File: src/rtl/wrr_arb_pkg.sv
// Shared constants, state encoding and helpers for the weighted round-robin arbiter.
package wrr_arb_pkg;

  localparam int NREQ        = 4;
  localparam int QW          = 3;
  localparam int IDW         = 2;
  localparam int DEF_QUANTUM = 3;

  typedef enum logic {
    IDLE = 1'b0,
    HOLD = 1'b1
  } state_t;

  function automatic logic [NREQ-1:0] id2onehot(input logic [IDW-1:0] id);
    return NREQ'(1) << id;
  endfunction

endpackage

File: src/rtl/wrr_rr_pick.sv
// Wrapping first-set search: returns the first mask bit found scanning upward from start.
module wrr_rr_pick
  import wrr_arb_pkg::*;
(
  input  logic [NREQ-1:0] mask,
  input  logic [IDW-1:0]  start,
  output logic            found,
  output logic [IDW-1:0]  idx
);

  logic [NREQ-1:0] rot;
  logic [IDW-1:0]  off;

  // rot[k] is the request k positions after start, so the lowest set bit wins
  generate
    for (genvar gi = 0; gi < NREQ; gi++) begin : g_rot
      assign rot[gi] = mask[start + IDW'(gi)];
    end
  endgenerate

  always_comb begin
    off = '0;
    for (int k = NREQ - 1; k >= 0; k--) begin
      if (rot[k]) begin
        off = IDW'(k);
      end
    end
  end

  assign found = |rot;
  assign idx   = start + off;

endmodule

File: src/rtl/wrr_arbiter.sv
// Weighted round-robin arbiter with per-port hold quanta (cfg_data+1 cycles).
// Optional WRR_ARB_LOCK_EN adds a lock input that stretches a hold past quantum expiry.
module wrr_arbiter #(
  parameter int NREQ = wrr_arb_pkg::NREQ,
  parameter int QW   = wrr_arb_pkg::QW
) (
  input  logic            clk,
  input  logic            rst,
  input  logic [NREQ-1:0] req,
  input  logic            cfg_we,
  input  logic [1:0]      cfg_sel,
  input  logic [QW-1:0]   cfg_data,
`ifdef WRR_ARB_LOCK_EN
  input  logic [NREQ-1:0] lock,
`endif
  output logic [NREQ-1:0] grant,
  output logic [1:0]      grant_id,
  output logic            grant_valid
);

  import wrr_arb_pkg::*;

  localparam logic [QW-1:0] CNT_ONE = QW'(1);

  state_t          state_reg, state_next;
  logic [NREQ-1:0] grant_reg, grant_next;
  logic [1:0]      id_reg, id_next;
  logic [1:0]      last_reg, last_next;
  logic [QW-1:0]   cnt_reg, cnt_next;
  logic [QW-1:0]   quanta_reg [NREQ];

  logic [NREQ-1:0] pick_mask;
  logic [1:0]      pick_start;
  logic [1:0]      pick_idx;
  logic            pick_found;
  logic            take_pick;
  logic            hold_locked;

  // Quantum register file; a write lands at the edge, so a grant on that edge sees the old value
  generate
    for (genvar gi = 0; gi < NREQ; gi++) begin : g_quanta
      always_ff @(posedge clk or posedge rst) begin
        if (rst) begin
          quanta_reg[gi] <= QW'(DEF_QUANTUM);
        end else if (cfg_we && (cfg_sel == 2'(gi))) begin
          quanta_reg[gi] <= cfg_data;
        end
      end
    end
  endgenerate

`ifdef WRR_ARB_LOCK_EN
  assign hold_locked = req[id_reg] & lock[id_reg];
`else
  assign hold_locked = 1'b0;
`endif

  // In HOLD last_reg equals id_reg, and masking the holder makes it lowest priority
  assign pick_mask  = req & ~grant_reg;
  assign pick_start = last_reg + 2'd1;

  wrr_rr_pick u_pick (
    .mask  (pick_mask),
    .start (pick_start),
    .found (pick_found),
    .idx   (pick_idx)
  );

  always_comb begin
    state_next = state_reg;
    grant_next = grant_reg;
    id_next    = id_reg;
    last_next  = last_reg;
    cnt_next   = cnt_reg;
    take_pick  = 1'b0;

    case (state_reg)
      IDLE: begin
        take_pick = pick_found;
      end
      HOLD: begin
        if (!req[id_reg]) begin
          if (pick_found) begin
            take_pick = 1'b1;
          end else begin
            state_next = IDLE;
            grant_next = '0;
            id_next    = '0;
            cnt_next   = '0;
          end
        end else if (cnt_reg != '0) begin
          cnt_next = cnt_reg - CNT_ONE;
        end else if (!hold_locked) begin
          if (pick_found) begin
            take_pick = 1'b1;
          end else begin
            cnt_next = quanta_reg[id_reg];
          end
        end
      end
      default: begin
        state_next = IDLE;
        grant_next = '0;
        id_next    = '0;
        cnt_next   = '0;
      end
    endcase

    // A new grant (from IDLE or as a bubble-free handover) always reloads the counter
    if (take_pick) begin
      state_next = HOLD;
      grant_next = id2onehot(pick_idx);
      id_next    = pick_idx;
      last_next  = pick_idx;
      cnt_next   = quanta_reg[pick_idx];
    end
  end

  always_ff @(posedge clk or posedge rst) begin
    if (rst) begin
      state_reg <= IDLE;
      grant_reg <= '0;
      id_reg    <= '0;
      last_reg  <= 2'd3;
      cnt_reg   <= '0;
    end else begin
      state_reg <= state_next;
      grant_reg <= grant_next;
      id_reg    <= id_next;
      last_reg  <= last_next;
      cnt_reg   <= cnt_next;
    end
  end

  assign grant       = grant_reg;
  assign grant_id    = id_reg;
  assign grant_valid = |grant_reg;

endmodule
File: config.mk
export PLATFORM = sky130hd
export DESIGN_NAME = wrr_arbiter
export DESIGN_NICKNAME = d
export VERILOG_FILES = /design/src/rtl/wrr_arb_pkg.sv /design/src/rtl/wrr_rr_pick.sv /design/src/rtl/wrr_arbiter.sv
export SDC_FILE = /design/constraint.sdc
export NUM_CORES = 1
export LEC_CHECK = 0
export CORE_UTILIZATION = 40
export CTS_BUF_LIST = sky130_fd_sc_hd__clkbuf_4 sky130_fd_sc_hd__clkbuf_8
export CTS_CLUSTER_DIAMETER = 60
export CTS_CLUSTER_SIZE = 30
export DETAILED_ROUTE_END_ITERATION = 7
export SLEW_MARGIN = 0
export SYNTH_ARGS = -nofsm -noshare
export SYNTH_HDL_FRONTEND = slang
export SYNTH_HIERARCHICAL = 1
export SYNTH_SLANG_ARGS = --single-unit
File: constraint.sdc
create_clock -name clk -period 3.1 [get_ports clk]
set_input_delay 0.465 -clock clk [delete_from_list [all_inputs] [get_ports clk]]
set_output_delay 0.465 -clock clk [all_outputs]
set_load 0.1 [all_outputs]
Word-level counts from Yosys, hierarchy flattened

Index checks and enable logic that the tools add are counted.
W data, S select, Z words.

Add/sub/neg operators: 6
Multiply operators: 0
Divide/modulo/power cells: 0
$lt $le $gt $ge: 7
Eq/ne operators: 7
Shift operators: 1
Multiplexer cells: 41
Bitwise operators: 5
Reductions and logical operators: 11

Operator list:

| kind                  | number |
|---|---|
| $mux W3               | 10 |
| $mux W2               | 8 |
| $mux W4               | 4 |
| $lt A2 B3 Y1 const B  | 5 |
| $bmux W3 S2           | 2 |
| $mux W1               | 11 |
| $bmux W1 S2           | 5 |
| $reduce_or A4 Y1      | 2 |
| $ge A3 B3 Y1 const B  | 2 |
| $ne A3 B1 Y1 const B  | 2 |
| $not A2 Y3            | 2 |
| $reduce_and A3 Y1     | 2 |
| $add A2 B1 Y2 const B | 2 |
| $add A2 B2 Y2 const B | 2 |
| $and A4 B4 Y4         | 1 |
| $eq A2 B2 Y1 const B  | 2 |
| $logic_and A1 B1 Y1   | 4 |
| $not A4 Y4            | 1 |
| $shl A1 B2 Y4 const A | 1 |
| $reduce_bool A3 Y1    | 1 |
| $sub A3 B1 Y3 const B | 1 |
| $add A2 B2 Y2         | 1 |
| $eq A2 B1 Y1 const B  | 1 |
| $logic_not A2 Y1      | 1 |
| other kinds (5)       | 5 |

Flip-flop bits (word level): 24
Latch bits: 0
RAM bits: 0
Bits in read-only memories: 0
Output and inout port bits: 7
Memories kept: 0

Depth between registers and ports, before layout

Gate-level depths: netlist (run 1).

Depth in word-level cells: 14
Gate-level depth with buffers: 13
Gate-level depth less buffers: 11

Cells and area by module

The synthesis (run 1) kept the hierarchy.

Modules (own cells, without submodules):

| module      | instances | cells each | area each (sq um) | sequential area each (sq um) |
|---|---|---|---|---|
| wrr_arbiter | 1         | 100        | 1325.0            | 613.1 |
| wrr_rr_pick | 1         | 25         | 166.4             | 0.0 |

Worst setup path before layout (run 1)

OpenSTA, ideal clock, no wires.

Path kind: reg2reg
From: register grant_reg[0], in the netlist grant[0]
To: register cnt_reg[2]
Library setup time: 126 ps
Arrival: 3164 ps
Slack: -190 ps
Stages on the path, launching flop included: 12
Path buffers: 1
Period minus slack after synthesis: 3290 ps
Cell sequence: dfrtp_1 -> nor2b_1 -> nor2_1 -> a2bb2oi_1 -> o211ai_1 -> o21a_1 -> ha_1 -> xnor2_1 -> xnor2_1 -> buf_1 -> mux4_2 -> a221o_1

Word-level cells in the longest chain between the ends: 14
Elaborated cells between the ends (all ways): 29

RTL lines:

| item                                           | line               | text |
|---|---|---|
| start, declared                                | wrr_arbiter.sv:26  | `logic [NREQ-1:0] grant_reg, grant_next;` |
| start signal, assigned                         | wrr_arbiter.sv:128 | `grant_reg <= grant_next;` |
| $not A4 Y4 (*)                                 | wrr_arbiter.sv:59  | `assign pick_mask = req & ~grant_reg;` |
| $and A4 B4 Y4 (*)                              | wrr_arbiter.sv:59  |  |
| net pick_mask[0]                               | wrr_arbiter.sv:32  | `logic [NREQ-1:0] pick_mask;` |
| $bmux W1 S2                                    | wrr_rr_pick.sv:17  | `assign rot[gi] = mask[start + IDW'(gi)];` |
| $mux W1 (not written as such)                  | wrr_rr_pick.sv:17  |  |
| $mux W2 (3 in a row)                           | wrr_rr_pick.sv:24  | `if (rot[k]) begin` |
| $mux W2 (*)                                    | wrr_rr_pick.sv:24  |  |
| $add A2 B2 Y2 (*)                              | wrr_rr_pick.sv:31  | `assign idx = start + off;` |
| net pick_idx[1]                                | wrr_arbiter.sv:34  | `logic [1:0] pick_idx;` |
| $not A2 Y3 (not written as such) (*)           | wrr_arbiter.sv:115 | `cnt_next = quanta_reg[pick_idx];` |
| $bmux W3 S2 (*)                                | wrr_arbiter.sv:115 |  |
| $mux W3 (not written as such) (*) (2 in a row) | wrr_arbiter.sv:115 |  |
| $mux W3 (*)                                    | wrr_arbiter.sv:110 | `if (take_pick) begin` |
| end signal, assigned                           | wrr_arbiter.sv:131 | `cnt_reg <= cnt_next;` |
| end, declared                                  | wrr_arbiter.sv:29  | `logic [QW-1:0] cnt_reg, cnt_next;` |

The timed path passes the listed nets; every way through them passes the cells marked *. The select of a mux whose other input is x is not followed.
A chain may end at the register's enable or synchronous reset.

Worst setup path after layout (run 1)

From: input port req[2]
To: register cnt_reg[2]

Word-level cells in the longest chain between the ends: 13
Elaborated cells between the ends (all ways): 32

RTL lines:

| item                                           | line               | text |
|---|---|---|
| start, declared                                | wrr_arbiter.sv:9   | `input logic [NREQ-1:0] req,` |
| $and A4 B4 Y4 (*)                              | wrr_arbiter.sv:59  |  |
| net pick_mask[2]                               | wrr_arbiter.sv:32  |  |
| $bmux W1 S2                                    | wrr_rr_pick.sv:17  |  |
| $mux W1 (not written as such)                  | wrr_rr_pick.sv:17  |  |
| $mux W2 (3 in a row)                           | wrr_rr_pick.sv:24  |  |
| $mux W2 (*)                                    | wrr_rr_pick.sv:24  |  |
| $add A2 B2 Y2 (*)                              | wrr_rr_pick.sv:31  |  |
| net pick_idx[1]                                | wrr_arbiter.sv:34  |  |
| $not A2 Y3 (not written as such) (*)           | wrr_arbiter.sv:115 |  |
| $bmux W3 S2 (*)                                | wrr_arbiter.sv:115 |  |
| $mux W3 (not written as such) (*) (2 in a row) | wrr_arbiter.sv:115 |  |
| $mux W3 (*)                                    | wrr_arbiter.sv:110 |  |

Marks and branches as above.

==> results of run 1 <==
Yosys cell counts, types with 2 or more instances:
library cell   n
a21oi_1        5
a221oi_1       2
a22o_1         2
a32o_1         3
dfrtp_1       14
dfstp_2       10
ha_1           3
inv_1          9
mux2_2        12
mux4_1         2
mux4_2         5
nand2_1        7
nand2b_1       2
nand3_1        2
nand3b_1       2
nor2_1         6
nor2b_1        6
nor3b_1        2
o21ai_1        2
o2bb2ai_2      2
xnor2_1        2
how the worst max path moves through the flow:
stage | start | endpoint | slack (ns) | depth (start not counted)
detailed placement | req[2] | cnt_reg[2] | -0.12 | 11
finish | req[2] | cnt_reg[2] | 0.16 | 11
global placement | req[2] | cnt_reg[2] | -0.02 | 11
CTS | req[2] | cnt_reg[2] | 0.15 | 11
global route | req[2] | cnt_reg[2] | 0.007 | 11
floorplan | grant[0] | cnt_reg[2] | 0.1 | 11
cell type report:
cell class                      instances  share of cell area, %
Multi-Input combinational cell         88                   45.3
Sequential cell                        24                   34.3
Timing Repair Buffer                   26                   12.3
Tap cell                               46                   3.19
Clock buffer                            4                   3.05
Inverter                                9                   1.87
worst register-to-register path, stage by stage (launching register included):
cell      delay, ns
dfstp_2        0.54
xor2_1         0.19
buf_4          0.18
nor2_1         0.06
nand2_1        0.08
o211ai_1       0.10
o21a_1         0.14
ha_1           0.18
xnor2_1        0.14
xnor2_1        0.36
mux4_2         0.37
a221o_1        0.33
kinds of logic after synthesis:
family	share of synthesized area, %
DFF	41.1
and+or+nand+nor	12.3
muxes	21.9
buffers and inverters	4.11
xor gates and xnor gates	1.76
AOI/OAI and AO/OA	16.3
adders and majority gates	2.52
stage by stage:
| step | util, % | cell area (um2) |
|---|---|---|
| 2_1_floorplan | - | 1500 |
| 3_3_place_gp | 50.8 | 1750 |
| 3_5_place_dp | 50.8 | 1750 |
| 4_1_cts | 52.4 | 1800 |
| 5_1_grt | 52.4 | 1800 |
| 6_report | 52.4 | 1800 |
routing by layer:
| layer | track usage (%) | share of wire, % | up-vias |
|---|---|---|---|
| met5 | 0 | 0 | - |
| li1 | - | - | 525 |
| met1 | 23.2 | 49 | 561 |
| met3 | 2.72 | 1.7 | 4 |
| met2 | 25.5 | 49 | 8 |
| met4 | 4.36 | 0.85 | 0 |
==> metrics.sh, run 1 <==
TNS_NS=0
WORST_PATH_MOST_REPEATED_CELL='xnor2_1'
DRT-TOTAL-WL_MM=2.95
FINAL-HOLD-VIOLATION-COUNT=0
CTS.HTREE.LEVELS=1
ANTENNA_CELLS_INSERTED=0
CTS-BUFFERS-INSERTED=3
MAX_CLOCK_FREQ_GHz=0.341
GPL.FINAL_WEIGHTED_CONGESTION=0.796
LAYOUT-AREA-OVERHEAD-VS-SYNTH_PCT=21.0
SETUP.REG_TO_REG.WORST_SLACK_NS=0.33
DIE_W_UM=63.1
DETAIL_ROUTE.WL_PER_CELL_UM=15.0
TIMING.CRITICAL_PATH.CELLS='clkdlybuf4s50_1 > nor2b_1 > nor2_1 > a2bb2oi_1 > o211ai_1 > o21a_1 > ha_1 > xnor2_1 > xnor2_1 > mux4_2 > a221o_1'
START_UTIL_PCT=43.3
GRT_START_MAX_NET_PINS=25
CRITPATHKIND='in2reg'
LAYOUT_COMMON_CELLS='buf_4, mux2_2, clkdlybuf4s50_1'
FINAL_ANTENNA_NET_COUNT=0
POSTCTSSETUPREPAIRBUFS=0
CLOCKBUFFERDEPTH=2
DPL_WORST_SLACK_NS=-0.119
CRITPATHSLOWESTCELL='clkdlybuf4s50_1'
NUMBER_OF_DISTINCT_LIBRARY_CELLS_AFTER_SYNTHESIS=46
SYNTH.FF_LATCH_COUNT=24
HOLD_SLACK_NS=0.531
MAX_STAGE_DELAY_NS=0.46
WORST-PATH-BUF-INV=1
CRITICAL_PATH.REG2REG.STARTPOINT='last_reg[1]'
CRITPATHARRIVALTIME_NS=3.09
PIN_COUNT=19
HOLD_CLASS='reg2reg'
SYNTH_CELLS=125
LAYOUT_MIN_CYCLE_TIME_NS=2.94
OUTCOME='finished clean'
MIN_DELAY_WORST_ENDPOINT='grant[1]'
LAYOUT_COMMONEST_CELL='buf_4'
AVGSYNTHCELLAREA_UM2=11.9
SYNTH_TOP_CELL_BY_AREA='dfrtp_1'
FINALSETUPVIOLATIONS=0
SYN-CELL-AREA_UM2=1490
CRIT_FAMILY='compound AO/OA/AOI/OAI gates'
GRT_UTIL_ALL_LAYERS_PCT=16.3
WORST_CLOCK_SKEW_NS=0.00232
PATH_CLK_SLEW_NS=0.08
CRIT_PATH_START_KIND='input pin'
RATIO_OF_CELLS_WITH_DRIVE_ABOVE_1_IN_THE_FINAL_LAYOUT_PCT=39.1
SYNTH_TOP_CELL_AREA_SHARE_PCT=23.5
RSZ_0062_RAISED_AFTER_GLOBAL_ROUTING='no'
SYNTH-SEQ-AREA-SHARE_PCT=41.1
FIRSTDRTPASSITERS=6
CTS-ROOT-BUF='clkbuf_8'
DIE_AREA_UM2=3980
CRITICAL_PATH.REG2REG.ENDPOINT='cnt_reg[2]'
TRITONCTS='done'
LARGEST_REGISTER_FF_COUNT=12
SYNTH_ASYNC_SR_FLOP_SHARE_PCT=100
CTS_HOLD_REPAIR.BUFFERS=0
YS_TOP_CELLS_BY_AREA='dfrtp_1, dfstp_2, mux2_2'
MULTIINPUTGATEAREA_UM2=817
FINAL_MIN_PERIOD_OVER_CLOCK_PERIOD_PCT=94.7
VIAS_IN_THE_FIRST_GLOBAL_ROUTE=1095
FIRST_ITER_VIOLATIONS=53
GLOBAL_ROUTE.OVERFLOW_TOTAL=0
POSTCTSRESIZEDCELLS=0
POST_LAYOUT_NONFILLER_INSTANCES=197
LAYOUT.AREA.SEQ_UM2=618
CLK-INSERTION-DELAY-LATE_NS=0.26
MAPPEDNETLISTNETS=140
HOLD_START='grant[1]'
ANTENNA_FOUND_INITIAL=0
SLEW_VIOL_FINAL=0
POST-ROUTE-DRC-COUNT=0
END_KIND='flop'
PORT_BUFFERS=18
TIMING_WORST_SLEW_PIN_VALUE_NS=0.892
CELLS_AFTER_DPL=193
NUM_VIAS=1098
ROW_COUNT=21
CORE_AREA_UM2=3440
CRITPATHMAXFANOUT=5
NUMBER_OF_SINKS_HANDLED_BY_CLOCK_TREE_SYNTHESIS=24
SYNTH_FLOP_CELL='dfrtp_1'
CAP_VIOLATIONS=0
YOSYS_WARNINGS=6
DETAILED_PLACE_HPWL_MM=2.37
CRITICAL_PATH_REQUIRED_NS=3.25
LAYOUT_SETUP_WS_NS=0.164
FINAL_NET_COUNT=167
MIN_PATH_CELLS=1
FLOORPLAN.DIE.HEIGHT_UM=63.1
NUMBER_OF_ENABLE_FLIP_FLOP_CELLS_AFTER_SYNTHESIS=0
DETAIL_ROUTE.VIAS_PER_CELL=5.57
TIMING.MAX_SLEW.REL_SLACK_PCT=40.5
WIRE_LENGTH_OF_THE_FIRST_GLOBAL_ROUTING_PASS_MM=5.09
R2R_CELLS=11
FILLERINSTANCES=316
Power of run 1 is not shown: default switching activity piles up to over one toggle a cycle in this logic, so the estimate is an artifact.
==> inputs of run 2 (changes only) <==
--- a/config.mk
+++ b/config.mk
@@ -10,6 +10,7 @@
 export CTS_CLUSTER_DIAMETER = 60
 export CTS_CLUSTER_SIZE = 30
 export DETAILED_ROUTE_END_ITERATION = 7
+export MAX_ROUTING_LAYER = met4
 export SLEW_MARGIN = 0
 export SYNTH_ARGS = -nofsm -noshare
 export SYNTH_HDL_FRONTEND = slang
==> metrics.sh, run 2 (synthesis results as in run 1) <==
R2R_CELLS=11  # unchanged
DETAIL_ROUTE.WL_PER_CELL_UM=15.0  # about the same
FLOORPLAN.DIE.HEIGHT_UM=63.1  # unchanged
POSTCTSSETUPREPAIRBUFS=0  # unchanged
M1_GR_USAGE_PCT=22.8  # was 23.2%
CORE_AREA_UM2=3440  # unchanged
GLOBAL_ROUTE.PEAK_USAGE_LAYER='met2'  # unchanged
POST-ROUTE-DRC-COUNT=0  # unchanged
WORST_CLOCK_SKEW_NS=0.00251  # was 0.00232 ns
FINALSETUPVIOLATIONS=0  # unchanged
FINAL_MIN_PERIOD_OVER_CLOCK_PERIOD_PCT=94.6  # was 94.7%
RSZ_0062_RAISED_AFTER_GLOBAL_ROUTING='no'  # unchanged
GPL.FINAL_WEIGHTED_CONGESTION=0.807  # was 0.796
DRT-TOTAL-WL_MM=2.96  # was 2.95 mm
LAYOUT-AREA-OVERHEAD-VS-SYNTH_PCT=21.0  # unchanged
LAYOUT_MIN_CYCLE_TIME_NS=2.93  # was 2.94 ns
TIMING_WORST_SLEW_PIN_VALUE_NS=0.889  # was 0.892 ns
CRITICAL_PATH.REG2REG.ENDPOINT='cnt_reg[2]'  # unchanged
ANTENNA_FOUND_INITIAL=0  # unchanged
SLEW_VIOL_FINAL=0  # unchanged
MET2_USAGE_PCT=25.7  # was 25.5%
START_UTIL_PCT=43.3  # unchanged
CRITICAL_PATH.REG2REG.STARTPOINT='last_reg[1]'  # unchanged
PATH_CLK_SLEW_NS=0.08  # about the same
CRITPATHARRIVALTIME_NS=3.08  # was 3.09 ns
DIE_W_UM=63.1  # unchanged
FIRST_ITER_VIOLATIONS=30  # was 53
DETAILED_PLACE_HPWL_MM=2.37  # unchanged
CTS_HOLD_REPAIR.BUFFERS=0  # unchanged
CRITPATHKIND='in2reg'  # unchanged
MIN_PATH_CELLS=1  # unchanged
POST-ROUTE-UTIL_PCT=52.4  # unchanged
TRITONCTS='done'  # unchanged
TIMING.MAX_SLEW.REL_SLACK_PCT=40.7  # was 40.5%
OUTCOME='finished clean'  # unchanged
WIRE_LENGTH_OF_THE_FIRST_GLOBAL_ROUTING_PASS_MM=5.06  # was 5.09 mm
FIRSTDRTPASSITERS=4  # was 6
ANTENNA_CELLS_INSERTED=0  # unchanged
HOLD_SLACK_NS=0.531  # about the same
TNS_NS=0  # unchanged
LAYOUT.CELL_AREA.NON_FILLER_UM2=1800  # unchanged
LAYOUT_COMMONEST_CELL='buf_4'  # unchanged
NUMBER_OF_SINKS_HANDLED_BY_CLOCK_TREE_SYNTHESIS=24  # unchanged
DIE_AREA_UM2=3980  # unchanged
FINAL_ANTENNA_NET_COUNT=0  # unchanged
GRT_UTIL_ALL_LAYERS_PCT=16.7  # was 16.3%
END_KIND='flop'  # unchanged
MAX_CLOCK_FREQ_GHz=0.341  # about the same
ROW_COUNT=21  # unchanged
FINAL-HOLD-VIOLATION-COUNT=0  # unchanged
CTS-ROOT-BUF='clkbuf_8'  # unchanged
GRT_START_MAX_NET_PINS=25  # unchanged
SETUP.REG_TO_REG.WORST_SLACK_NS=0.33  # about the same
CLK-INSERTION-DELAY-LATE_NS=0.26  # about the same
DETAIL_ROUTE.VIAS_PER_CELL=5.57  # unchanged
POSTCTSRESIZEDCELLS=0  # unchanged
PIN_COUNT=19  # unchanged
CRIT_PATH_START_KIND='input pin'  # unchanged
RATIO_OF_CELLS_WITH_DRIVE_ABOVE_1_IN_THE_FINAL_LAYOUT_PCT=39.1  # unchanged
CTS.HTREE.LEVELS=1  # unchanged
HOLD_CLASS='reg2reg'  # unchanged
GLOBAL_ROUTE.OVERFLOW_TOTAL=0  # unchanged
LARGEST_REGISTER_FF_COUNT=12  # unchanged
HOLD_START='grant[1]'  # unchanged
CRITICAL_PATH_REQUIRED_NS=3.25  # about the same
PORT_BUFFERS=18  # unchanged
NUM_VIAS=1098  # unchanged
MIN_DELAY_WORST_ENDPOINT='grant[1]'  # unchanged
LAYOUT_COMMON_CELLS='buf_4, mux2_2, clkdlybuf4s50_1'  # unchanged
PLACED_CELL_AREA_UM2=1750  # unchanged
CTS-BUFFERS-INSERTED=3  # unchanged
CRITPATHMAXFANOUT=5  # unchanged
FINAL_NET_COUNT=167  # unchanged
GR-USAGE-MET3_PCT=2.72  # unchanged
VIAS_IN_THE_FIRST_GLOBAL_ROUTE=1100  # was 1095
CLOCKBUFFERDEPTH=2  # unchanged
CAP_VIOLATIONS=0  # unchanged
run 2: stage by stage:
step / cells / setup WS, ns
after floorplan: 125 / 0.0991
after global placement: 193 / -0.0240
after detailed placement: 193 / -0.119
after CTS: 197 / 0.152
after global routing: 197 / 0.00685
final: 197 / 0.167
run 2: worst max path at each step:
stage                     slack, ns      from    endpoint  depth (start not counted)
after CTS                      0.15    req[2]  cnt_reg[2]                         11
after floorplan                 0.1  grant[0]  cnt_reg[2]                         11
final                          0.17    req[2]  cnt_reg[2]                         11
after detailed placement      -0.12    req[2]  cnt_reg[2]                         11
after global placement        -0.02    req[2]  cnt_reg[2]                         11
after global routing          0.007    req[2]  cnt_reg[2]                         11
run 2: worst max-delay path, stage by stage:
cell             delay [ns]
clkdlybuf4s50_1        0.47
nor2b_1                0.29
nor2_1                 0.10
a2bb2oi_1              0.14
o211ai_1               0.19
o21a_1                 0.16
ha_1                   0.15
xnor2_1                0.08
xnor2_1                0.36
mux4_2                 0.37
a221o_1                0.32
run 2: layout make-up:
cell class                 count  area, um2
clock buffer                   4       55.1
fill                         316       1640
inverter                       9       33.8
multi-input combinational     88        817
sequential                    24        618
tap                           46       57.6
timing repair buffer          26        223
run 2: metal layers:
layer / wire [um] / vias to the layer above / part of all wire (%)
li1: - / 524 / -
met1: 1440 / 560 / 49
met2: 1440 / 10 / 49
met3: 52 / 4 / 1.8
met4: 25 / 0 / 0.84
met5: 0 / - / 0
Power of run 2 is left out for the same reason.
==> inputs of run 3 (changes only) <==
--- a/config.mk
+++ b/config.mk
@@ -7,7 +7,6 @@
 export LEC_CHECK = 0
 export CORE_UTILIZATION = 40
 export CTS_BUF_LIST = sky130_fd_sc_hd__clkbuf_4 sky130_fd_sc_hd__clkbuf_8
-export CTS_CLUSTER_DIAMETER = 60
 export CTS_CLUSTER_SIZE = 30
 export DETAILED_ROUTE_END_ITERATION = 7
 export MAX_ROUTING_LAYER = met4
==> results of run 3 <==
No change in the layout: final DEF, timing and power equal those of run 2.
Power of run 3 is left out for the same reason.
